`src/rtl/dmem_ctrl.sv`:
```
// Data-memory controller between the Memory stage and a single-outstanding backing memory.
// Optional 1-entry posted write buffer with load forwarding, enabled by defining DMEM_WBUF_EN.
module dmem_ctrl (
  input  logic        clk,
  input  logic        reset,
  input  logic        MemReqM,
  input  logic        MemWriteM,
  input  logic [31:0] ALUOutM,
  input  logic [31:0] WriteDataM,
  output logic [31:0] ReadDataM,
  output logic        MemStallM,
  output logic        mem_req,
  output logic        mem_we,
  output logic [31:0] mem_addr,
  output logic [31:0] mem_wdata,
  input  logic        mem_ack,
  input  logic [31:0] mem_rdata
);

  typedef enum logic [2:0] {
    IDLE  = 3'd0,
    LOAD  = 3'd1,
    STORE = 3'd2,
    DRAIN = 3'd3,
    RESP  = 3'd4
  } state_t;

  state_t      state_reg;
  logic [31:0] word_addr;
  logic        ack;
  logic        stall_next;

  // Byte-lane bits are dropped: every access is a whole aligned word.
  assign word_addr = ALUOutM & ~32'h3;
  // An acknowledge only counts while a request is actually outstanding.
  assign ack       = mem_ack & mem_req;

`ifdef DMEM_WBUF_EN
  logic        wb_valid;
  logic [31:0] wb_addr;
  logic [31:0] wb_data;
  logic        is_load;
  logic        is_store;
  logic        wb_hit;

  assign is_load  = MemReqM & ~MemWriteM;
  assign is_store = MemReqM & MemWriteM;
  assign wb_hit   = wb_valid && (wb_addr == word_addr);
`endif

  always_comb begin
    stall_next = 1'b0;
    case (state_reg)
`ifdef DMEM_WBUF_EN
      IDLE:  stall_next = is_load;
      DRAIN: begin
        if (is_store)
          stall_next = ~ack;
        else if (is_load)
          stall_next = ~wb_hit;
      end
`else
      IDLE:  stall_next = MemReqM;
`endif
      LOAD:  stall_next = 1'b1;
      STORE: stall_next = 1'b1;
      default: stall_next = 1'b0;
    endcase
  end

  // Reset must drop the stall immediately, even with a request still presented.
  assign MemStallM = reset & stall_next;

  always_ff @(posedge clk or negedge reset) begin
    if (!reset) begin
      state_reg <= IDLE;
      ReadDataM <= 32'h0;
      mem_req   <= 1'b0;
      mem_we    <= 1'b0;
      mem_addr  <= 32'h0;
      mem_wdata <= 32'h0;
`ifdef DMEM_WBUF_EN
      wb_valid  <= 1'b0;
      wb_addr   <= 32'h0;
      wb_data   <= 32'h0;
`endif
    end else begin
      case (state_reg)
        IDLE: begin
          if (MemReqM) begin
            mem_req  <= 1'b1;
            mem_we   <= MemWriteM;
            mem_addr <= word_addr;
`ifdef DMEM_WBUF_EN
            if (MemWriteM) begin
              // Post the store and let the pipeline move on.
              wb_valid  <= 1'b1;
              wb_addr   <= word_addr;
              wb_data   <= WriteDataM;
              mem_wdata <= WriteDataM;
              state_reg <= DRAIN;
            end else begin
              state_reg <= LOAD;
            end
`else
            if (MemWriteM) begin
              mem_wdata <= WriteDataM;
              state_reg <= STORE;
            end else begin
              state_reg <= LOAD;
            end
`endif
          end
        end

        LOAD: begin
          if (ack) begin
            ReadDataM <= mem_rdata;
            mem_req   <= 1'b0;
            state_reg <= RESP;
          end
        end

        STORE: begin
          if (ack) begin
            mem_req   <= 1'b0;
            mem_we    <= 1'b0;
            state_reg <= RESP;
          end
        end

        // One cycle with stall low so the held request is consumed, not reissued.
        RESP: state_reg <= IDLE;

        DRAIN: begin
`ifdef DMEM_WBUF_EN
          if (is_load && wb_hit)
            ReadDataM <= wb_data;
          if (ack) begin
            if (is_store) begin
              // Chain the next write directly behind the completed one.
              wb_addr   <= word_addr;
              wb_data   <= WriteDataM;
              mem_addr  <= word_addr;
              mem_wdata <= WriteDataM;
            end else begin
              wb_valid  <= 1'b0;
              mem_req   <= 1'b0;
              mem_we    <= 1'b0;
              state_reg <= IDLE;
            end
          end
`else
          state_reg <= IDLE;
`endif
        end

        default: state_reg <= IDLE;
      endcase
    end
  end

endmodule

```
`config.mk`:
```
export PLATFORM = sky130hd
export DESIGN_NAME = dmem_ctrl
export DESIGN_NICKNAME = d
export VERILOG_FILES = /design/src/rtl/dmem_ctrl.sv
export SDC_FILE = /design/constraint.sdc
export NUM_CORES = 1
export LEC_CHECK = 0
export CORE_MARGIN = 1
export CORE_UTILIZATION = 39
export DETAILED_ROUTE_END_ITERATION = 7
export GPL_TIMING_DRIVEN = 0
export HOLD_SLACK_MARGIN = 0.06
export PLACE_DENSITY = 0.78
export SYNTH_ARGS = -nofsm -noshare
export SYNTH_HDL_FRONTEND = slang
export SYNTH_SLANG_ARGS = --single-unit
```
`constraint.sdc`:
```
create_clock -name clk -period 2.05 [get_ports clk]
set_input_delay 0.41 -clock clk [delete_from_list [all_inputs] [get_ports clk]]
set_output_delay 0.41 -clock clk [all_outputs]
set_load 0.005 [all_outputs]
```
* Word level (Yosys, flattened, before mapping)
Cells that the tools add are included.
Operators by class: eq/ne operators 5, muxes and demuxes 10, bitwise logic cells 2, reduce and logical (&&, ||, !) cells 10
Operator list (count):
- 3-bit AND reduction | 3
- 3-bit 2-to-1 mux | 2
- 1-bit case mux with 2 select lines | 3
- 3-bit case mux with 2 select lines | 1
- 2-bit AND reduction | 3
- 2-bit inequality test (second input constant) | 2
- 2-bit nonzero test | 2
- 3-bit by 1-bit == test with 1-bit output (second input constant) | 1
- 3-bit by 2-bit == test with 1-bit output (second input constant) | 1
- 3-bit logical NOT | 1
- 1-bit 2-to-1 mux | 3
- 1-bit bitwise AND | 2
- 2-bit 2-to-1 mux | 1
- 2-bit by 1-bit inequality test with 1-bit output (second input constant) | 1
- 2-bit OR reduction | 1
Word-level totals: bits in registers 99, input port bits 101, output and inout port bits 99

* Depth between registers and ports, before layout
depth in word-level cells 4, depth in mapped cells 5, gate-level depth less buffers 3

* Worst setup path before layout
Ideal clock, no wire load.
kind reg2reg, start point register state_reg[1], end point register mem_wdata[10], arrival time 1.493 ns, required time 1.922 ns, setup slack 0.429 ns, cell stages (with the launch flop) 6, path buffers 2, clock period less this slack 1.621 ns, path through dfrtp_1 > buf_2 > nor4b_4 > nand2_2 > buf_2 > mux2_1
On the way: longest elaborated chain between the ends 2
RTL lines:
- from (decl) | RTL line 28 | state_t state_reg;
- from (signal assigned) | RTL line 76 | state_reg <= IDLE;
- from (signal assigned) | RTL line 108 | state_reg <= STORE;
- from (signal assigned) | RTL line 110 | state_reg <= LOAD;
- 3-bit logical NOT | RTL line 88 | case (state_reg)
- 3-bit AND reduction (no line)
- to (signal assigned) | RTL line 107 | mem_wdata <= WriteDataM;
- to (decl) | RTL line 15 | output logic [31:0] mem_wdata,
Every way passes these cells. A chain may end at the register's enable or synchronous reset.

* Worst setup path after layout
start point input MemReqM, end point output MemStallM
On the way: longest elaborated chain between the ends 2
RTL lines:
- from (decl) | RTL line 6 | input logic MemReqM,
- 1-bit case mux with 2 select lines | RTL line 53 | case (state_reg)
- 1-bit bitwise AND | RTL line 72 | assign MemStallM = reset & stall_next;
- to (decl) | RTL line 11 | output logic MemStallM,
Every way passes these cells.

==> impl_metrics.csv <==
group,metric,value,unit
run_status,status,"finished clean",
timing,period_share,93.2,%
critical_path,worstSetupStartpointType,"primary input",
clock_tree,clk_latency,0.35,ns
critical_path,endpoint_kind,"primary output",
layout,insertedDiodeCount,0,
placed_design,dp_cells,556,
layout,fin_nets,544,
logic_synthesis,syn_area_per_cell,16.4,um^2
power,p_leak,2.60,nW
floorplan,io_pins,200,
drt,drc,0,
critical_path,worst-endpoint-arrival,1.50,ns
logic_synthesis,synth_seq_area_share,65.8,%
clock_tree,numCtsBuffers,9,
global_route,grt_pass1_wl,14.2,mm
power,max-vdd-ir-drop,0.666,mV
drt,vias,2660,
clock_tree,cts.clk_slew.worst_paths,0.09,ns
drt,drtAntennaViolNets,0,
critical_path,crit_required,1.64,ns
critical_path,crit_type,"primary input to primary output",
layout,fill_cells,710,
logic_synthesis,synth_warnings,0,
placed_design,portBuffers,195,
floorplan,die_x,100,um
clock_tree,clkSinkCount,99,
timing,worst_slack,0.139,ns
layout,drive_above_1_share,22.5,%
placed_design,place_hpwl,6.59,mm
drt,via_per_inst,4.61,
critical_path,rr_startpoint,"state_reg[1]$_DFFE_PN0P_",
timing,finalSetupViolations,0,
global_route,antenna_found_initial,0,
logic_synthesis,postSynthCellCount,230,
critical_path,cp_max_fo,4,
clock_tree,cts_buffer_depth,2,
drt,detail_route.iter0.violations,70,
placed_design,routabilityCongestion,0.726,
clock_tree,htreeDepth,3,
critical_path,rrSetupSlack,0.18,ns
clock_tree,cts_root_buf,"clkbuf_8",
layout,reg_top3,"ReadDataM (32), mem_wdata (32), mem_addr (30)",
min_path,holdCritPathClass,"primary input to asynchronous set/reset pin",
clock_tree,cts_setup_buffers,0,
floorplan,die_y,100,um
critical_path,reg2reg_depth,5,
floorplan,start_util,40.5,%
placed_design,post-place-ws,-0.701,ns
floorplan,placementRows,35,
layout,final_cells,577,
global_route,grt.total_usage,18.5,%
global_route,grt_remaining_overflow,0,
drt,wirelength,9.03,mm
floorplan,die-area,10000,um^2
critical_path,r2r_end,"mem_wdata[4]$_DFFE_PN0P_",
logic_synthesis,synth-seq-cells,99,
drt,drtPass1Iterations,4,
timing,period_minus_slack,1.91,ns
timing,fin_worst_skew,0.0111,ns
timing,report.final.slew_viol_count,0,
timing,final_hold_viol_count,0,
floorplan,design.core.area,9280,um^2
global_route,grt_pass1_vias,2882,
power,power_density,1350,nW/um^2
logic_synthesis,synthesis.area,3760,um^2
timing,max_freq,0.523,GHz
drt,routedWlPerCell,15.7,um
timing,rsz0062_at_grt,"no",
layout,area.growth.synth_to_final,64.6,%
clock_tree,tritoncts,"done",
flow_run,maxCapViolCount,0,
critical_path,startpoint,"MemReqM",
logic_synthesis,synth_cell_types,23,
global_route,grt_max_degree,40,
layer usage:
metal	routed length, um	up-vias	share of wire (%)	global-route usage, %
li1	-	1225	-	-
met1	3500	1315	39	21.4
met2	4700	112	52	32.7
met3	728	8	8.1	5.71
met4	106	0	1.2	6.13
met5	0	-	0	0
worst max-delay path: stages:
cell and delay, ns:
clkdlybuf4s50_1 0.54, nor3_1 0.06, nor4bb_1 0.30, clkbuf_2 0.19
cell type report:
cell class | count | area, um^2 | area share (%)
repair buffers | 201 | 2100 | 34.0
well taps | 129 | 161 | 2.61
multi-input cells | 117 | 1210 | 19.6
plain buffers | 13 | 70.1 | 1.13
clock buffers | 12 | 135 | 2.18
clock inverters | 4 | 27.5 | 0.444
flip-flops and latches | 99 | 2480 | 40.0
inverters | 2 | 7.51 | 0.121
synth_stat cells:
cell type | n | area, um^2
nor4bb_1 | 1 | 10.0
and3_1 | 1 | 6.26
o32ai_1 | 1 | 8.76
nor2b_1 | 1 | 6.26
conb_1 | 1 | 3.75
xnor2_1 | 1 | 8.76
buf_4 | 2 | 15.0
nand2_2 | 1 | 6.26
a21oi_1 | 1 | 5.00
nand3_1 | 1 | 5.00
nand4_1 | 1 | 6.26
mux2_1 | 29 | 327
nor2_1 | 2 | 7.51
nor4b_4 | 1 | 23.8
nand2_1 | 3 | 11.3
mux2i_1 | 1 | 10.0
mux2_2 | 65 | 732
inv_1 | 2 | 7.51
dfrtp_1 | 99 | 2480
a41oi_1 | 1 | 8.76
nor3_1 | 3 | 15.0
a22oi_1 | 1 | 7.51
buf_2 | 11 | 55.1
layout by cell type (no fill, tap or decap), drive strengths merged:
cell type,count
clkdlybuf4s50,193
dfrtp,99
mux2,94
buf,19
clkbuf,13
nand2,4
nor3,3
clkinvlp,3
inv,2
nor2,2
conb,2
nor4bb,1
nor2b,1
nand4,1
nor4b,1
nand3,1
a22oi,1
xnor2,1
a21oi,1
and3,1
o32ai,1
mux2i,1
a41oi,1
clkinv,1
bufbuf,1
power breakdown:
part	total, W	switching [W]	internal [W]
Sequential	0.00344	0.000498	0.00294
Clock	0.00107	0.000632	0.000442
Combinational	0.00383	0.00115	0.00268
metrics by stage:
step / power [W] / TNS, ns / cell area [um^2] / hold WS [ns] / util, %
2_1_floorplan: 0.00483 / 0 / 3770 / 0.114 / -
3_3_place_gp: 0.00719 / -311.92 / 5880 / 0.473 / 63.3
3_5_place_dp: 0.00733 / -10.04 / 5900 / 0.481 / 63.5
4_1_cts: 0.00847 / 0 / 6200 / 0.0761 / 66.8
5_1_grt: 0.00887 / 0 / 6200 / 0.0717 / 66.7
6_report: 0.00834 / 0 / 6200 / 0.0862 / 66.7
worst max path at each step:
stage                                 to  slack (ns)  cells after the start
3_5_place_dp                   MemStallM       -0.70                      4
5_1_grt                        MemStallM        0.03                      4
2_1_floorplan  mem_wdata[10]$_DFFE_PN0P_        0.43                      5
4_1_cts                        MemStallM        0.04                      4
6_report                       MemStallM        0.14                      4
3_3_place_gp                   MemStallM       -3.61                      3
what timing repair did:
item,CTS,global route
gates resized for setup,6,3
pin swaps,0,1
hold buffers,4,0
setup endpoints to repair,1,1
cloned,1,0
endpoints found under the hold margin,60,0
logic make-up after synthesis:
logic type             Yosys count  share of synthesized area [%]
AO/OA/AOI/OAI                    4                          0.798
XOR/XNOR                         1                          0.233
buffers and inverters           15                           2.06
flip-flops                      99                           65.8
multiplexers                    95                           28.4
other                            1                         0.0996
AND/OR/NAND/NOR                 15                           2.59
(Power assumes the default switching activity.)
